<file path="config.mk">
export PLATFORM = sky130hd
export DESIGN_NAME = rs_alloc_scheduler
export DESIGN_NICKNAME = d
export VERILOG_FILES = /design/src/rtl/rs_alloc_scheduler.sv
export SDC_FILE = /design/constraint.sdc
export NUM_CORES = 1
export LEC_CHECK = 0
export CAP_MARGIN = 20
export CORE_MARGIN = 4
export CORE_UTILIZATION = 45
export CTS_CLUSTER_DIAMETER = 80
export DETAILED_ROUTE_END_ITERATION = 16
export GPL_ROUTABILITY_DRIVEN = 1
export GPL_TIMING_DRIVEN = 0
export HOLD_SLACK_MARGIN = 0.06
export PLACE_DENSITY = 0.78
export RECOVER_POWER = 100
export SYNTH_ARGS = -nofsm -noshare
export SYNTH_HDL_FRONTEND = slang
export SYNTH_SLANG_ARGS = --single-unit
</file>
<file path="constraint.sdc">
create_clock -name clk -period 6.65 [get_ports clk]
set_input_delay 0.9975 -clock clk [delete_from_list [all_inputs] [get_ports clk]]
set_output_delay 0.9975 -clock clk [all_outputs]
set_load 0.05 [all_outputs]
</file>
<file path="src/rtl/rs_alloc_scheduler.sv">
// rs_alloc_scheduler
//
// Reservation-station entry allocator and in-order dispatch scheduler.
// Each cycle the heads of DISP_WIDTH dispatch queues are granted in program
// order (slot 0 oldest) into free RS entries. Each granted slot takes the next
// lowest-numbered free entry. Entries are reclaimed when issue reports them
// freed, and all entries are reclaimed on a pipeline flush.
//
// Ports
//   clk         in   clock, all state updates on the rising edge
//   rst         in   synchronous active-low reset
//   disp_valid  in   [DISP_WIDTH]      per-slot dispatch queue head valid
//   disp_stall  in   backend stall, suppresses all grants
//   flush       in   pipeline flush, frees every entry
//   free_valid  in   [ISSUE_WIDTH]     per-port entry release valid
//   free_idx    in   [ISSUE_WIDTH*IDXW] packed released entry indices
//   disp_grant  out  [DISP_WIDTH]      per-slot grant, used as queue r_en
//   alloc_idx   out  [DISP_WIDTH*IDXW] packed allocated index, zero if no grant
//   free_count  out  [IDXW+1]          registered number of free entries
//   rs_full     out  registered, high when free_count is zero
//
// disp_grant and alloc_idx are combinational, so a queue pops in the same
// cycle its uop is accepted. They depend only on registered state and the
// dispatch/flush/stall/reset inputs, never on free_valid/free_idx.

module rs_alloc_scheduler #(
  parameter int DISP_WIDTH  = 2,
  parameter int ISSUE_WIDTH = 2,
  parameter int RS_ENTRIES  = 16,
  parameter int IDXW        = $clog2(RS_ENTRIES)
) (
  input  logic                        clk,
  input  logic                        rst,
  input  logic [DISP_WIDTH-1:0]       disp_valid,
  input  logic                        disp_stall,
  input  logic                        flush,
  input  logic [ISSUE_WIDTH-1:0]      free_valid,
  input  logic [ISSUE_WIDTH*IDXW-1:0] free_idx,
  output logic [DISP_WIDTH-1:0]       disp_grant,
  output logic [DISP_WIDTH*IDXW-1:0]  alloc_idx,
  output logic [IDXW:0]               free_count,
  output logic                        rs_full
);

  localparam int CW = IDXW + 1;

  // Count of set bits. It is used on the next-state bitmap, so free_count
  // is always derived from the bitmap and cannot drift from it or wrap.
  function automatic logic [CW-1:0] popcount(input logic [RS_ENTRIES-1:0] vec);
    logic [CW-1:0] cnt;
    cnt = '0;
    for (int e = 0; e < RS_ENTRIES; e++) begin
      cnt = cnt + CW'(vec[e]);
    end
    return cnt;
  endfunction

  logic [RS_ENTRIES-1:0]      busy_r;
  logic [CW-1:0]              free_count_r;
  logic                       rs_full_r;

  logic                       grant_enable_s;
  logic [DISP_WIDTH-1:0]      grant_s;
  logic [DISP_WIDTH*IDXW-1:0] alloc_idx_s;
  logic [RS_ENTRIES-1:0]      alloc_mask_s;
  logic [RS_ENTRIES-1:0]      free_mask_s;
  logic [RS_ENTRIES-1:0]      busy_next_s;

  // Global grant qualifier: no grants during reset, flush or stall.
  assign grant_enable_s = rst && !flush && !disp_stall;

  // In-order grant: slot i needs every older slot valid and more than i free
  // entries, so a gap at slot j blocks all younger slots.
  always_comb begin
    logic chain_ok;
    grant_s  = '0;
    chain_ok = grant_enable_s;
    for (int i = 0; i < DISP_WIDTH; i++) begin
      chain_ok = chain_ok && disp_valid[i] && (free_count_r > CW'(i));
      if (chain_ok) begin
        grant_s[i] = 1'b1;
      end else begin
        grant_s[i] = 1'b0;
      end
    end
  end

  // Index selection: walk the free entries lowest first, handing one to each
  // granted slot in slot order. Taken entries are removed from the
  // candidate set so indices within a cycle are distinct.
  always_comb begin
    logic [RS_ENTRIES-1:0] avail;
    logic [IDXW-1:0]       sel;
    logic                  found;
    alloc_idx_s  = '0;
    alloc_mask_s = '0;
    avail        = ~busy_r;
    sel          = '0;
    found        = 1'b0;
    for (int i = 0; i < DISP_WIDTH; i++) begin
      sel   = '0;
      found = 1'b0;
      for (int e = 0; e < RS_ENTRIES; e++) begin
        if (!found && avail[e]) begin
          sel   = IDXW'(e);
          found = 1'b1;
        end else begin
          found = found;
        end
      end
      if (grant_s[i] && found) begin
        alloc_idx_s[i*IDXW +: IDXW] = sel;
        alloc_mask_s[sel]           = 1'b1;
        avail[sel]                  = 1'b0;
      end else begin
        alloc_idx_s[i*IDXW +: IDXW] = {IDXW{1'b0}};
      end
    end
  end

  // Release mask: OR of the one-hot release indices, so a duplicate index
  // on two ports clears the entry once. Releasing a free entry is a no-op.
  always_comb begin
    free_mask_s = '0;
    for (int k = 0; k < ISSUE_WIDTH; k++) begin
      if (free_valid[k]) begin
        free_mask_s[free_idx[k*IDXW +: IDXW]] = 1'b1;
      end else begin
        free_mask_s = free_mask_s;
      end
    end
  end

  // Next bitmap for the normal path. Newly allocated entries come only from
  // entries that were free, so they never overlap a release of a busy entry.
  assign busy_next_s = (busy_r & ~free_mask_s) | alloc_mask_s;

  // State update with priority reset > flush > normal.
  always_ff @(posedge clk) begin
    if (!rst) begin
      busy_r       <= '0;
      free_count_r <= CW'(RS_ENTRIES);
      rs_full_r    <= 1'b0;
    end else if (flush) begin
      busy_r       <= '0;
      free_count_r <= CW'(RS_ENTRIES);
      rs_full_r    <= 1'b0;
    end else begin
      busy_r       <= busy_next_s;
      free_count_r <= popcount(~busy_next_s);
      rs_full_r    <= (popcount(~busy_next_s) == {CW{1'b0}});
    end
  end

  assign disp_grant = grant_s;
  assign alloc_idx  = alloc_idx_s;
  assign free_count = free_count_r;
  assign rs_full    = rs_full_r;

endmodule

</file>
# == After elaboration in Yosys (flattened, before gate mapping) ==
# Cells that the tools add are included.
# word_totals
output_inout_bits,16
regBits,22
elab_cells,193
in_bits,16
# classes
muxes,79
n_addsub,15
reduce_logical,76
order_cmp,10
bitwise_logic,10
# ops
operator,n
two-way mux 4 bit,30
two-way mux 16 bit,5
inverter 16 bit,4
adder 5 x 1 -> 5 bit,11
OR 16 bit,3
logical AND 1 bit,42
two-way mux 1 bit,40
bitwise AND 16 bit,2
logical NOT 1 bit,32
"< comparator 4 x 5 -> 1 bit, second input constant",4
demux 1 bit (select 4 bit),4
"greater-or-equal comparator 4 x 1 -> 1 bit, second input constant",4
"> comparator 5 x 1 -> 1 bit, second input constant",2
adder 4 x 1 -> 5 bit,1
logical NOT 5 bit,1
adder 3 x 1 -> 4 bit,1
adder 2 x 1 -> 3 bit,1
adder 1 x 1 -> 2 bit,1
OR reduction 2 bit,1
inverter 1 bit,1

# == Longest topological paths before layout ==
# Gate-level depths: netlist (run 1).
# logic_depth
ltp_word,124
ltp_mapped,26
ltp_nobuf,26

# == Worst setup path after synthesis (run 1) ==
# No wires, ideal clock.
# synth_timing
kind,input port to flip-flop
start,input port disp_stall
end,"register rs_full_r, in the netlist rs_full"
path_slack_ns,0.177
t_arrival_ns,6.393
stages,25
path_buffers,1
setup_ns,0.080
t_required_ns,6.570
path_cell_list,and4bb_2 o21ai_4 inv_2 o21ai_2 a211oi_2 o221ai_2 or2_4 nor4_4 or2_1 buf_4 a31oi_1 fa_1 inv_1 fa_1 inv_1 fa_1 inv_1 fa_1 inv_1 ha_1 inv_1 fa_1 xor2_1 nand3b_1 nor3b_1
# synth_between
elab_chain_len,77
word_cells_on_any_way,98
classes_between,15 x add/sub; 2 x order compare; 38 x mux; 3 x bitwise; 40 x reduce/logical
# synth_lines
element,line_no,source
from (decl),35,"input logic disp_stall,"
logical NOT 1 bit *,70,assign grant_enable_s = rst && !flush && !disp_stall;
logical AND 1 bit *,70,
logical AND 1 bit * (2 in series),79,chain_ok = chain_ok && disp_valid[i] && (free_count_r > CW'(i));
two-way mux 1 bit *,80,if (chain_ok) begin
net disp_grant[0],39,"output logic [DISP_WIDTH-1:0] disp_grant,"
logical AND 1 bit *,111,if (grant_s[i] && found) begin
two-way mux 16 bit,111,
two-way mux 1 bit,104,if (!found && avail[e]) begin
[52 not listed],-,
inverter 16 bit *,151,rs_full_r <= (popcount(~busy_next_s) == {CW{1'b0}});
adder 1 x 1 -> 2 bit,53,cnt = cnt + CW'(vec[e]);
adder 2 x 1 -> 3 bit,53,
adder 3 x 1 -> 4 bit,53,
adder 4 x 1 -> 5 bit,53,
adder 5 x 1 -> 5 bit (10 in series),53,
adder 5 x 1 -> 5 bit *,53,
logical NOT 5 bit *,151,
to (signal assigned),151,
to (decl),60,logic rs_full_r;
# Mark *: on every way through the listed nets, which the timed path passes. The rest lies on a longest branch.
# A chain may end at the register's enable or synchronous reset.

# == Final worst setup path (run 1) ==
# layout_timing
start,register busy_r[13]
end,"register rs_full_r, in the netlist rs_full"
# layout_between
elab_chain_len,86
word_cells_on_any_way,110
classes_between,15 x add/sub; 4 x order compare; 44 x mux; 7 x bitwise; 40 x reduce/logical
# layout_lines
element,line_no,source
from (decl),58,logic [RS_ENTRIES-1:0] busy_r;
from (signal assigned),149,busy_r <= busy_next_s;
inverter 16 bit,97,avail = ~busy_r;
logical AND 1 bit,104,
two-way mux 1 bit,104,
logical NOT 1 bit,104,
logical AND 1 bit,104,
two-way mux 1 bit,104,
logical NOT 1 bit,104,
logical AND 1 bit,104,
[61 not listed],-,
inverter 16 bit *,151,
adder 1 x 1 -> 2 bit,53,
adder 2 x 1 -> 3 bit,53,
adder 3 x 1 -> 4 bit,53,
adder 4 x 1 -> 5 bit,53,
adder 5 x 1 -> 5 bit (10 in series),53,
adder 5 x 1 -> 5 bit *,53,
logical NOT 5 bit *,151,
# Mark *: on every way between the ends. The rest lies on a longest branch, timed or not.

==> results by group, run 1 <==
Logic synthesis
  – Asr flop ratio synth: 0%
  – Cell count after synthesis: between 300 and 400
  – Net Count, Synth: 348
  – Distinct cells, synth: 72
  – Yosys Warn Count: 0
  – Flops & latches, synth: 22
  – Post-synth EDFFs: 0
  – Synthesized area: 2510 um^2
  – Sequential fraction of the synthesis area: 17.5%
  – Post-synth top flop: dfxtp_1
  – Syn_area_per_cell: 7.93 um^2

Clock tree
  – Post-CTS Hold Buffers: 0
  – Clk pin slew, worst setup/hold paths: roughly 0.080 ns
  – Worst-case clock buffer depth: 2
  – Clock Sinks: 22
  – CTS root buf: clkbuf_8
  – Worst skew pair latency: 0.26 ns
  – # H-tree levels: 1
  – CTS Buf Count: 3
  – TritonCTS clock tree: done

STA
  – Final worst slack: 0.242 ns
  – Fmax: 156 MHz
  – Minimum hold slack: ~0.80 ns
  – Max Clock Skew: 0.00281 ns
  – Final setup viols: 0
  – Final Hold Vio Count: 0
  – Period utilisation layout: 96.4%
  – Actual slew at the worst max-slew pin: 0.928 ns
  – Final Max Tran Viols: 0
  – Sum Neg Setup Slack: 0 ns
  – Max-slew headroom: 37.6%
  – Crit path time final: 6.41 ns

Die
  – Ports: 32
  – Rows: 26
  – Die width: 82.8 um
  – Die height: between 80 and 90 um
  – Core region area: 5270 um^2
  – Die area: 6850 um^2
  – Starting density of the core: 47.7%

Final layout
  – Antenna fix cells: 0
  – Share of layout cells above drive strength 1: 20.8%
  – Fin util: 61.5%
  – Multi-input logic area: 2100 um^2
  – Fillers: 463
  – Sequential Area: 440 um^2
  – Filler-free cell count of the finished design: approximately 440
  – Synthesis-to-layout area growth: 28.9%
  – Fin nets: 397

Worst setup path
  – Critical path arrival: 6.60 ns
  – Startpoint Class: register
  – Critical path peak fanout: 10
  – Critical Path RT: roughly 6.8 ns
  – Worst setup EP type: register
  – CP max stage delay: 0.59 ns
  – Setup CP Type: register to register
  – Top Family by Delay on Critical Path: adder cells
  – CP max-delay cell: fa_1
  – Worst Setup SP: busy_r[13]
  – Bufs and invs on worst path: 6
  – Cells along the critical path: nand2b_1 -> a21oi_1 -> o2111ai_2 -> nand2_1 -> o311ai_2 -> a41oi_1 -> o31ai_4 -> clkbuf_1 -> a41oi_2 -> fa_1 -> inv_2 -> fa_1 -> inv_2 -> fa_1 -> inv_2 -> fa_2 -> inv_2 -> ha_4 -> inv_2 -> fa_2 -> nand3b_1 -> nor3b_2
  – Most frequent CP cell: inv_2
  – Reg2reg start: busy_r[13]

Flow run
  – Max_cap viols: 0

Placed design
  – Placed Cells: approximately 420
  – Pre-CTS setup slack: -0.832 ns
  – Placer Congestion: 0.965
  – Port Buffers: 31
  – Detailed Place HPWL: 6.37 mm

Route
  – Vias: 2,841
  – Wire per inst: 19.5 um
  – Routed Antenna Nets: 0
  – DR iter-0 viols: 249
  – DR DRC count: 0
  – Post-Route WL: 8.47 mm
  – Pre-antenna DRT Iters: 5
  – DR vias/cell: around 6.5

Global routing
  – GRT Util Overall: 25.4%
  – Vias in the first global route: roughly 2,600
  – Largest net degree at the start of global routing: 13
  – Overflow after GRT: 0
  – Initial antenna violation count: 0
  – Global-route wire length before repair: around 13 mm

Power and ir drop
  – Pleak: approximately 1.2 nW
  – Max rail drop VDD: 66.3 uV
  – Power Dens Cells: just under 90 nW/um^2

Outcome
  – Status: complete, no violations

Hold path
  – Hold wc startpoint: busy_r[1]
  – Hold Path Class: register to register
kinds of logic (layout without fill, tap and decap cells):
kind of cell,Yosys count,count (layout),share of synthesized area [%]
xor+xnor,2,2,0.697
buf+inv,32,80,5.22
simple gates,133,133,29.6
compound gates,113,113,36.6
flops,22,22,17.5
fa+ha+maj,15,15,10.4
through the flow:
| stage | total power, W | cell area [um^2] |
|---|---|---|
| 4_1_cts | 0.000276 | 3080 |
| 3_5_place_dp | 0.000182 | 2910 |
| 3_3_place_gp | 0.000182 | 2910 |
| 6_report | 0.000281 | 3240 |
| 5_1_grt | 0.000291 | 3240 |
| 2_1_floorplan | 0.000162 | 2510 |
final timing paths:
kind	endpoint	slack, ns	depth (start not counted)
setup / recovery	rs_full	0.24	22
hold / removal	busy_r[1]	0.80	3
setup reg to reg	rs_full	0.24	22
hold reg to reg	busy_r[1]	0.80	3
layout by cell type (no fill, tap or decap), types with 8 or more instances in the layout:
master            n
nor2_1           31
nand3_1          19
nand2_1          22
dfxtp_1          22
fa_1              8
a22oi_1          12
clkdlybuf4s50_1  10
a21oi_1          11
dlygate4sd3_1    17
a22o_1            8
buf_4            13
inv_1            17
nor2b_1          11
cell usage after synthesis (3+ instances only):
library cell	number	area (um^2)
nor2b_1	10	62.6
o31a_1	3	26.3
a22o_1	8	70.1
ha_1	5	62.6
buf_2	3	15.0
a211oi_1	5	37.5
dfxtp_1	22	440
inv_1	22	82.6
nand2b_1	7	43.8
o22ai_1	7	43.8
a31oi_1	6	37.5
nand4_1	4	25.0
a22oi_1	12	90.1
and2_1	7	43.8
fa_1	10	200
and4_1	3	26.3
o31ai_1	7	52.6
a32oi_1	4	35.0
nand2_1	24	90.1
a32o_1	4	40.0
and3_1	3	18.8
a21o_1	5	37.5
nor2_1	34	128
a21oi_1	13	65.1
o21ai_0	8	40.0
clkbuf_1	3	11.3
nand3_1	19	95.1
o21a_1	6	45.0
worst register-to-register path, stage by stage (launching register included):
cell and delay, ns:
dfxtp_1 0.48, nand2b_1 0.19, a21oi_1 0.11, o2111ai_2 0.50, nand2_1 0.37, o311ai_2 0.35, a41oi_1 0.24, o31ai_4 0.40
clkbuf_1 0.24, a41oi_2 0.19, fa_1 0.59, inv_2 0.04, fa_1 0.52, inv_2 0.05, fa_1 0.51, inv_2 0.04
fa_2 0.46, inv_2 0.07, ha_4 0.13, inv_2 0.04, fa_2 0.53, nand3b_1 0.10, nor3b_2 0.19
routing by layer:
metal / GRT usage (%) / up-vias / wire, um
li1: - / 1308 / -
met1: 33.9 / 1334 / 3360
met2: 39.3 / 161 / 4050
met3: 3.04 / 38 / 610
met4: 14.5 / 0 / 444
met5: 0 / - / 0
registers in the layout, indices dropped and copies added (netlist names):
signal,cells
free_count,5
rs_full,1
busy_r,16
power by group:
part	internal (W)	switching, W
logic	0.0000216	0.0000300
clock network	0.0000528	0.0000433
registers	0.000133	0.000000590
total	0.000207	0.0000739
layout make-up:
cell class                      instances  share of cell area (%)
Timing Repair Buffer                   45                    13.0
Clock buffer                            4                    1.70
Sequential cell                        22                    13.6
Inverter                               24                    2.93
Multi-Input combinational cell        263                    64.8
Tap cell                               70                    2.70
Buffer                                  7                    1.27
timing repair:
| action | 4_1_cts | 5_1_grt |
|---|---|---|
| gates resized for setup | 13 | 32 |
| buffers inserted | 6 | 8 |
| pin swaps | 5 | 21 |
| endpoints found under the setup margin | 5 | 5 |
| endpoints found under the hold margin | 0 | 0 |
No activity file was read; power rests on OpenSTA's default activity.
==> inputs of run 2 (changes only) <==
CTS_CLUSTER_SIZE = 40   (was default)
clock period = 6.5 ns   (was 6.65 ns; I/O delays follow)
==> run 2 against run 1 <==
  * Via count up 1.7%
  * Final cell count grew 1.6%
  * Worst setup slack got worse by 0.096 ns
  * Clock skew hardly changed
  * Design area increased by 4.1%
==> results by group, run 2 (same netlist as run 1, synthesis figures left out) <==
Hold path
  – Hold Path Class: register to register (unchanged)

Power and ir drop
  – Clock share of power: 34.1% (was 34.2%)
  – Internal Dissipation: 0.000214 W (was 0.000207 W)
  – Seq pwr share: 46.8% (was 47.4%)
  – P_sw: 0.0000772 W (was 0.0000739 W)
  – Sw Ratio: 26.5% (was 26.3%)
  – Gate power share: 19.1% (was 18.4%)
  – Power Dens Cells: 86.3 nW/um^2 (was 86.6 nW/um^2)
  – Pleak: 1.24 nW (was 1.23 nW)
  – Max rail drop VDD: 71.7 uV (was 66.3 uV)

Final layout
  – Most common cell after layout, fill and taps aside: nor2_1 (unchanged)
  – Fin nets: 404 (was 397)
  – Max reg flops: 16 (unchanged)
  – Most frequent cells in the layout: nor2_1 (30), nand2_1 (22), dfxtp_1 (22), clkdlybuf4s50_1 (20), buf_4 (20) (was nor2_1 (31), nand2_1 (22), dfxtp_1 (22), nand3_1 (19))
  – Post-route cell area: 3370 um^2 (was 3240 um^2)
  – Fillers: 448 (was 463)
  – Filler-free cell count of the finished design: 442 (was 435)
  – Share of layout cells above drive strength 1: 22.8% (was 20.8%)
  – Synthesis-to-layout area growth: 34.1% (was 28.9%)
  – Multi-input logic area: 2160 um^2 (was 2100 um^2)
  – Antenna fix cells: 0 (unchanged)
  – Sequential Area: 440 um^2 (unchanged)
  – Largest reg by FF count: busy_r (unchanged)

Placed design
  – Post-DP Area: 2910 um^2 (unchanged)
  – Placed Cells: 418 (unchanged)
  – Detailed Place HPWL: 6.37 mm (unchanged)
  – Pre-CTS setup slack: -0.960 ns (was -0.832 ns)
  – Placer Congestion: 0.965 (unchanged)
  – Port Buffers: 31 (unchanged)

STA
  – Final Hold Vio Count: 0 (unchanged)
  – Fmax: 157 MHz
  – Final worst slack: 0.146 ns (was 0.242 ns)
  – Max-slew headroom: 38.7% (was 37.6%)
  – Actual slew at the worst max-slew pin: 0.911 ns (was 0.928 ns)
  – Final setup viols: 0 (unchanged)
  – Period utilisation layout: 97.7%
  – Max Clock Skew: 0.00263 ns (was 0.00281 ns)
  – Sum Neg Setup Slack: 0 ns (unchanged)
  – Crit path time final: 6.35 ns
  – Final Max Tran Viols: 0 (unchanged)

Worst setup path
  – Critical Path RT: 6.70 ns (was 6.84 ns)
  – CP max-delay cell: fa_1 (unchanged)
  – CP max stage delay: 0.55 ns (was 0.59 ns)
  – Top Family by Delay on Critical Path: adder cells (unchanged)
  – Critical path peak fanout: 6 (was 10)
  – Bufs and invs on worst path: 9 (was 6)
  – Critical path arrival: 6.55 ns (was 6.60 ns)
  – Setup CP Type: primary input to register (was register to register)
  – Worst setup EP type: register (unchanged)
  – Most frequent CP cell: inv_2 (unchanged)
  – Startpoint Class: primary input (was register)
  – Worst R2R Setup Slack: 0.20 ns (was 0.24 ns)

Die
  – Die area: 6850 um^2 (unchanged)
  – Rows: 26 (unchanged)
  – Core region area: 5270 um^2 (unchanged)
  – Ports: 32 (unchanged)
  – Die width: 82.8 um (unchanged)
  – Starting density of the core: 47.7% (unchanged)
  – Die height: 82.8 um (unchanged)

Route
  – Wire per inst: 19.6 um (was 19.5 um)
  – Post-Route WL: 8.68 mm (was 8.47 mm)
  – DR vias/cell: 6.54 (was 6.53)
  – Routed Antenna Nets: 0 (unchanged)
  – DR DRC count: 0 (unchanged)
  – DR iter-0 viols: 267 (was 249)
  – Vias: 2,889 (was 2,841)
  – Pre-antenna DRT Iters: 5 (unchanged)

Clock tree
  – Clk pin slew, worst setup/hold paths: 0.08 ns (about the same)
  – Worst-case clock buffer depth: 2 (unchanged)
  – Clock Sinks: 22 (unchanged)
  – Post-CTS Hold Buffers: 0 (unchanged)
  – # H-tree levels: 1 (unchanged)
  – TritonCTS clock tree: done (unchanged)
  – CTS root buf: clkbuf_8 (unchanged)
  – CTS Buf Count: 3 (unchanged)
  – Worst skew pair latency: 0.27 ns (was 0.26 ns)

Global routing
  – GRT Util Overall: 25.6% (was 25.4%)
  – Largest net degree at the start of global routing: 13 (unchanged)
  – Overflow after GRT: 0 (unchanged)
  – Initial antenna violation count: 0 (unchanged)
  – Vias in the first global route: 2,663 (was 2,648)
  – Global-route wire length before repair: 13.2 mm (was 13.1 mm)

Flow run
  – Max_cap viols: 0 (unchanged)

Outcome
  – Status: complete, no violations (unchanged)
==> run 2: repair_timing <==
item                                    4_1_cts  5_1_grt
buffers inserted                             11       10
pin swaps                                    13       21
gates resized for setup                      29       25
endpoints found under the setup margin        6        5
==> run 2: per-layer routing <==
metal | routed length, um | share of wire (%) | global-route usage, %
met1 | 3450 | 40 | 34.0
met3 | 652 | 7.5 | 2.60
met4 | 476 | 5.5 | 13.4
met5 | 0 | 0 | 0
met2 | 4100 | 47 | 40.8
==> run 2: final timing paths <==
kind	from	depth (start not counted)	to
max	flush	26	rs_full
min	busy_r[1]	3	busy_r[1]
max reg2reg	busy_r[10]	24	rs_full
min reg2reg	busy_r[1]	3	busy_r[1]
==> run 2: area by class of cell <==
class / instances / share of cell area [%]
multi-input combinational: 263 / 64.2
timing repair buffer: 52 / 14.3
sequential: 22 / 13.1
inverter: 24 / 2.82
tap: 70 / 2.60
clock buffer: 4 / 1.63
buffer: 7 / 1.45
==> run 2: metrics by stage <==
stage | utilization, % | power, W | hold WS [ns]
final | 64.0 | 0.000291 | 0.785
after global routing | 64.0 | 0.000300 | 0.840
after CTS | 60.6 | 0.000284 | 0.767
after detailed placement | 55.3 | 0.000187 | 0.741
after global placement | 55.3 | 0.000186 | 0.727
after floorplan | - | 0.000166 | 0.631
==> run 2: power by group through the flow <==
stage | clock, W | combinational [W] | sequential, W
floorplan | 0 | 0.0000231 | 0.000142
global placement | 0 | 0.0000463 | 0.000139
detailed placement | 0 | 0.0000471 | 0.000139
CTS | 0.0000976 | 0.0000506 | 0.000136
global route | 0.000105 | 0.0000591 | 0.000136
finish | 0.0000993 | 0.0000556 | 0.000136
==> run 2: worst reg2reg max path: cells and delay by family (launching register included) <==
| kind | cells | cell delay, ns |
|---|---|---|
| AND/OR/NAND/NOR | 4 | 0.65 |
| flip-flops | 1 | 0.53 |
| adder cells (fa/ha/maj) | 6 | 2.74 |
| AO/OA/AOI/OAI | 7 | 1.77 |
| buffers and inverters | 7 | 0.56 |
==> inputs of run 3 (changes only) <==
CTS_BUF_LIST = sky130_fd_sc_hd__clkbuf_16   (was default)
PLACE_DENSITY = default   (was 0.78)
PLACE_DENSITY_LB_ADDON = 0.12   (was default)
==> run 3 against run 2 <==
  * Critical path depth rose by 1
  * Design area rose by 2.6%
  * Worst hold slack got worse by 0.0021 ns
  * Clock power rose by 36%
  * Final cell count rose by 1.6%
  * Sequential power barely moved
  * Sequential share of layout area fell by 0.22 points
  * Non-clock buffer count rose by 6
  * Critical path type unchanged
  * Largest power group unchanged
==> results by group, run 3 (same netlist as run 1, synthesis figures left out) <==
Outcome
  – Status: complete, no violations (unchanged)

STA
  – Final setup viols: 0 (unchanged)
  – Period utilisation layout: 97.7% (about the same)
  – Max Clock Skew: 0.00442 ns (was 0.00263 ns)
  – Crit path time final: 6.35 ns (about the same)
  – Final Max Tran Viols: 0 (unchanged)
  – RSZ-0062 raised after global routing: true
  – Max-slew headroom: 31.1% (was 38.7%)
  – Final Hold Vio Count: 0 (unchanged)
  – Actual slew at the worst max-slew pin: 1.02 ns (was 0.911 ns)
  – Fmax: 157 MHz (about the same)
  – Final worst slack: 0.150 ns (was 0.146 ns)
  – Minimum hold slack: 0.783 ns (was 0.785 ns)

Final layout
  – Largest reg by FF count: busy_r (unchanged)
  – Most common cell after layout, fill and taps aside: nor2_1 (unchanged)
  – Synthesis-to-layout area growth: 37.6% (was 34.1%)
  – Max reg flops: 16 (unchanged)
  – Antenna fix cells: 0 (unchanged)
  – Share of layout cells above drive strength 1: 26.4% (was 22.8%)
  – Fillers: 458 (was 448)
  – Fin nets: 411 (was 404)
  – Most frequent cells in the layout: nor2_1 (31), buf_4 (26), nand2_1 (22), clkdlybuf4s50_1 (21), dfxtp_1 (19) (was nor2_1 (30), nand2_1 (22), dfxtp_1 (22), clkdlybuf4s50_1 (20), buf_4 (20))

Worst setup path
  – Reg2reg start: busy_r[6] (was busy_r[10])
  – Critical path arrival: 6.55 ns (about the same)
  – Critical path peak fanout: 5 (was 6)
  – Setup CP Type: primary input to register (unchanged)
  – Worst Setup SP: flush (unchanged)
  – Startpoint Class: primary input (unchanged)
  – Worst setup EP type: register (unchanged)
  – Critical Path RT: 6.70 ns (about the same)

Clock tree
  – TritonCTS clock tree: done (unchanged)
  – CTS root buf: clkbuf_16 (was clkbuf_8)
  – CTS Buf Count: 3 (unchanged)
  – Clock Sinks: 22 (unchanged)
  – Clk pin slew, worst setup/hold paths: 0.06 ns (was 0.08 ns)
  – Worst-case clock buffer depth: 2 (unchanged)
  – Worst skew pair latency: 0.26 ns (was 0.27 ns)
  – # H-tree levels: 1 (unchanged)

Placed design
  – Placer Congestion: 1.00 (was 0.965)
  – Pre-CTS setup slack: -1.01 ns (was -0.960 ns)
  – Port Buffers: 31 (unchanged)
  – Detailed Place HPWL: 6.56 mm (was 6.37 mm)

Global routing
  – Vias in the first global route: 2,799 (was 2,663)
  – Overflow after GRT: 0 (unchanged)
  – Largest net degree at the start of global routing: 13 (unchanged)
  – Initial antenna violation count: 0 (unchanged)
  – Global-route wire length before repair: 14.2 mm (was 13.2 mm)
  – GRT Util Overall: 27.4% (was 25.6%)

Route
  – Post-Route WL: 9.30 mm (was 8.68 mm)
  – Vias: 2,986 (was 2,889)
  – Pre-antenna DRT Iters: 5 (unchanged)
  – DR vias/cell: 6.65 (was 6.54)
  – DR DRC count: 0 (unchanged)
  – DR iter-0 viols: 307 (was 267)
  – Wire per inst: 20.7 um (was 19.6 um)
  – Routed Antenna Nets: 0 (unchanged)

Power and ir drop
  – Power Dens Cells: 95.2 nW/um^2 (was 86.3 nW/um^2)
  – Max rail drop VDD: 126 uV (was 71.7 uV)
  – Pleak: 1.27 nW (was 1.24 nW)

Die
  – Core region area: 5270 um^2 (unchanged)
  – Starting density of the core: 47.7% (unchanged)
  – Die area: 6850 um^2 (unchanged)
  – Die height: 82.8 um (unchanged)
  – Ports: 32 (unchanged)
  – Die width: 82.8 um (unchanged)
  – Rows: 26 (unchanged)

Flow run
  – Max_cap viols: 0 (unchanged)

Hold path
  – Hold Path Class: register to register (unchanged)
  – Hold wc startpoint: busy_r[1] (unchanged)
[run 3: cell types whose count changed in the layout (fill, tap and decap cells not counted), moves of 2 or more]
cell / delta
clkbuf_8: -4
dfxtp_1: -3
buf_4: +6
dlymetal6s2s_1: -2
clkbuf_16: +3
dfxtp_2: +3
[run 3: final cells by class]
| cell class | instances | area (um^2) | area share (%) |
|---|---|---|---|
| multi-input cells | 263 | 2180 | 62.9 |
| repair buffers | 58 | 527 | 15.2 |
| flip-flops and latches | 22 | 444 | 12.8 |
| inverters | 24 | 92.6 | 2.68 |
| well taps | 70 | 87.6 | 2.53 |
| clock buffers | 3 | 75.1 | 2.17 |
| plain buffers | 7 | 45.0 | 1.30 |
| repair inverters | 1 | 7.51 | 0.217 |
| clock inverters | 1 | 3.75 | 0.108 |
[run 3: path summary, 6_finish.rpt]
check,slack [ns],depth (start not counted),endpoint
worst max-delay path,0.15,27,free_count[2]
worst min-delay path,0.78,3,busy_r[1]
worst max register to register,0.18,25,free_count[2]
worst min register to register,0.78,3,busy_r[1]
[run 3: power by group]
| group | switching, W | leakage (nW) | total, W | internal [W] |
|---|---|---|---|---|
| combinational | 0.0000328 | 1.05 | 0.0000582 | 0.0000253 |
| clock | 0.0000526 | 0.0385 | 0.000135 | 0.0000823 |
| sequential | 0.000000611 | 0.179 | 0.000136 | 0.000136 |
| total | 0.0000861 | 1.27 | 0.000329 | 0.000243 |
[run 3: per-layer routing]
layer | global-route usage (%) | vias to the layer above | routed length, um
li1 | - | 1332 | -
met1 | 37.6 | 1406 | 3740
met2 | 44.5 | 210 | 4390
met3 | 4.01 | 38 | 881
met4 | 8.17 | 0 | 278
met5 | 0 | - | 0
[run 3: critical path, stage by stage]
cell	delay, ns
buf_6	0.09
and4bb_2	0.33
o21ai_4	0.11
inv_4	0.10
nand2_4	0.07
a2111oi_4	0.45
o21ai_2	0.16
or2_4	0.30
nor4_4	0.34
or2_1	0.17
buf_6	0.12
a31oi_4	0.08
fa_1	0.52
inv_2	0.04
fa_1	0.51
inv_2	0.04
fa_1	0.51
inv_2	0.04
fa_1	0.46
inv_1	0.07
ha_2	0.18
inv_2	0.04
fa_2	0.35
xor2_2	0.16
buf_4	0.13
buf_4	0.12
nor2_2	0.06
[run 3: through the flow]
stage               utilization [%]  cells  total power (W)  instance area [um^2]  setup TNS (ns)
floorplan                         -    317         0.000166                  2510               0
global placement               55.3    418         0.000187                  2910           -4.25
detailed placement             55.3    418         0.000187                  2910           -4.44
CTS                            61.4    435         0.000321                  3240               0
global route                   65.7    449         0.000339                  3460         -0.0276
finish                         65.7    449         0.000329                  3460               0
[run 3: what timing repair did]
item                                    CTS  global route
setup buffers                            13            14
endpoints found under the setup margin    6             5
pin swaps                                13            26
resized for setup                        27            32
hold buffers                              0             0
cloned                                    1             0
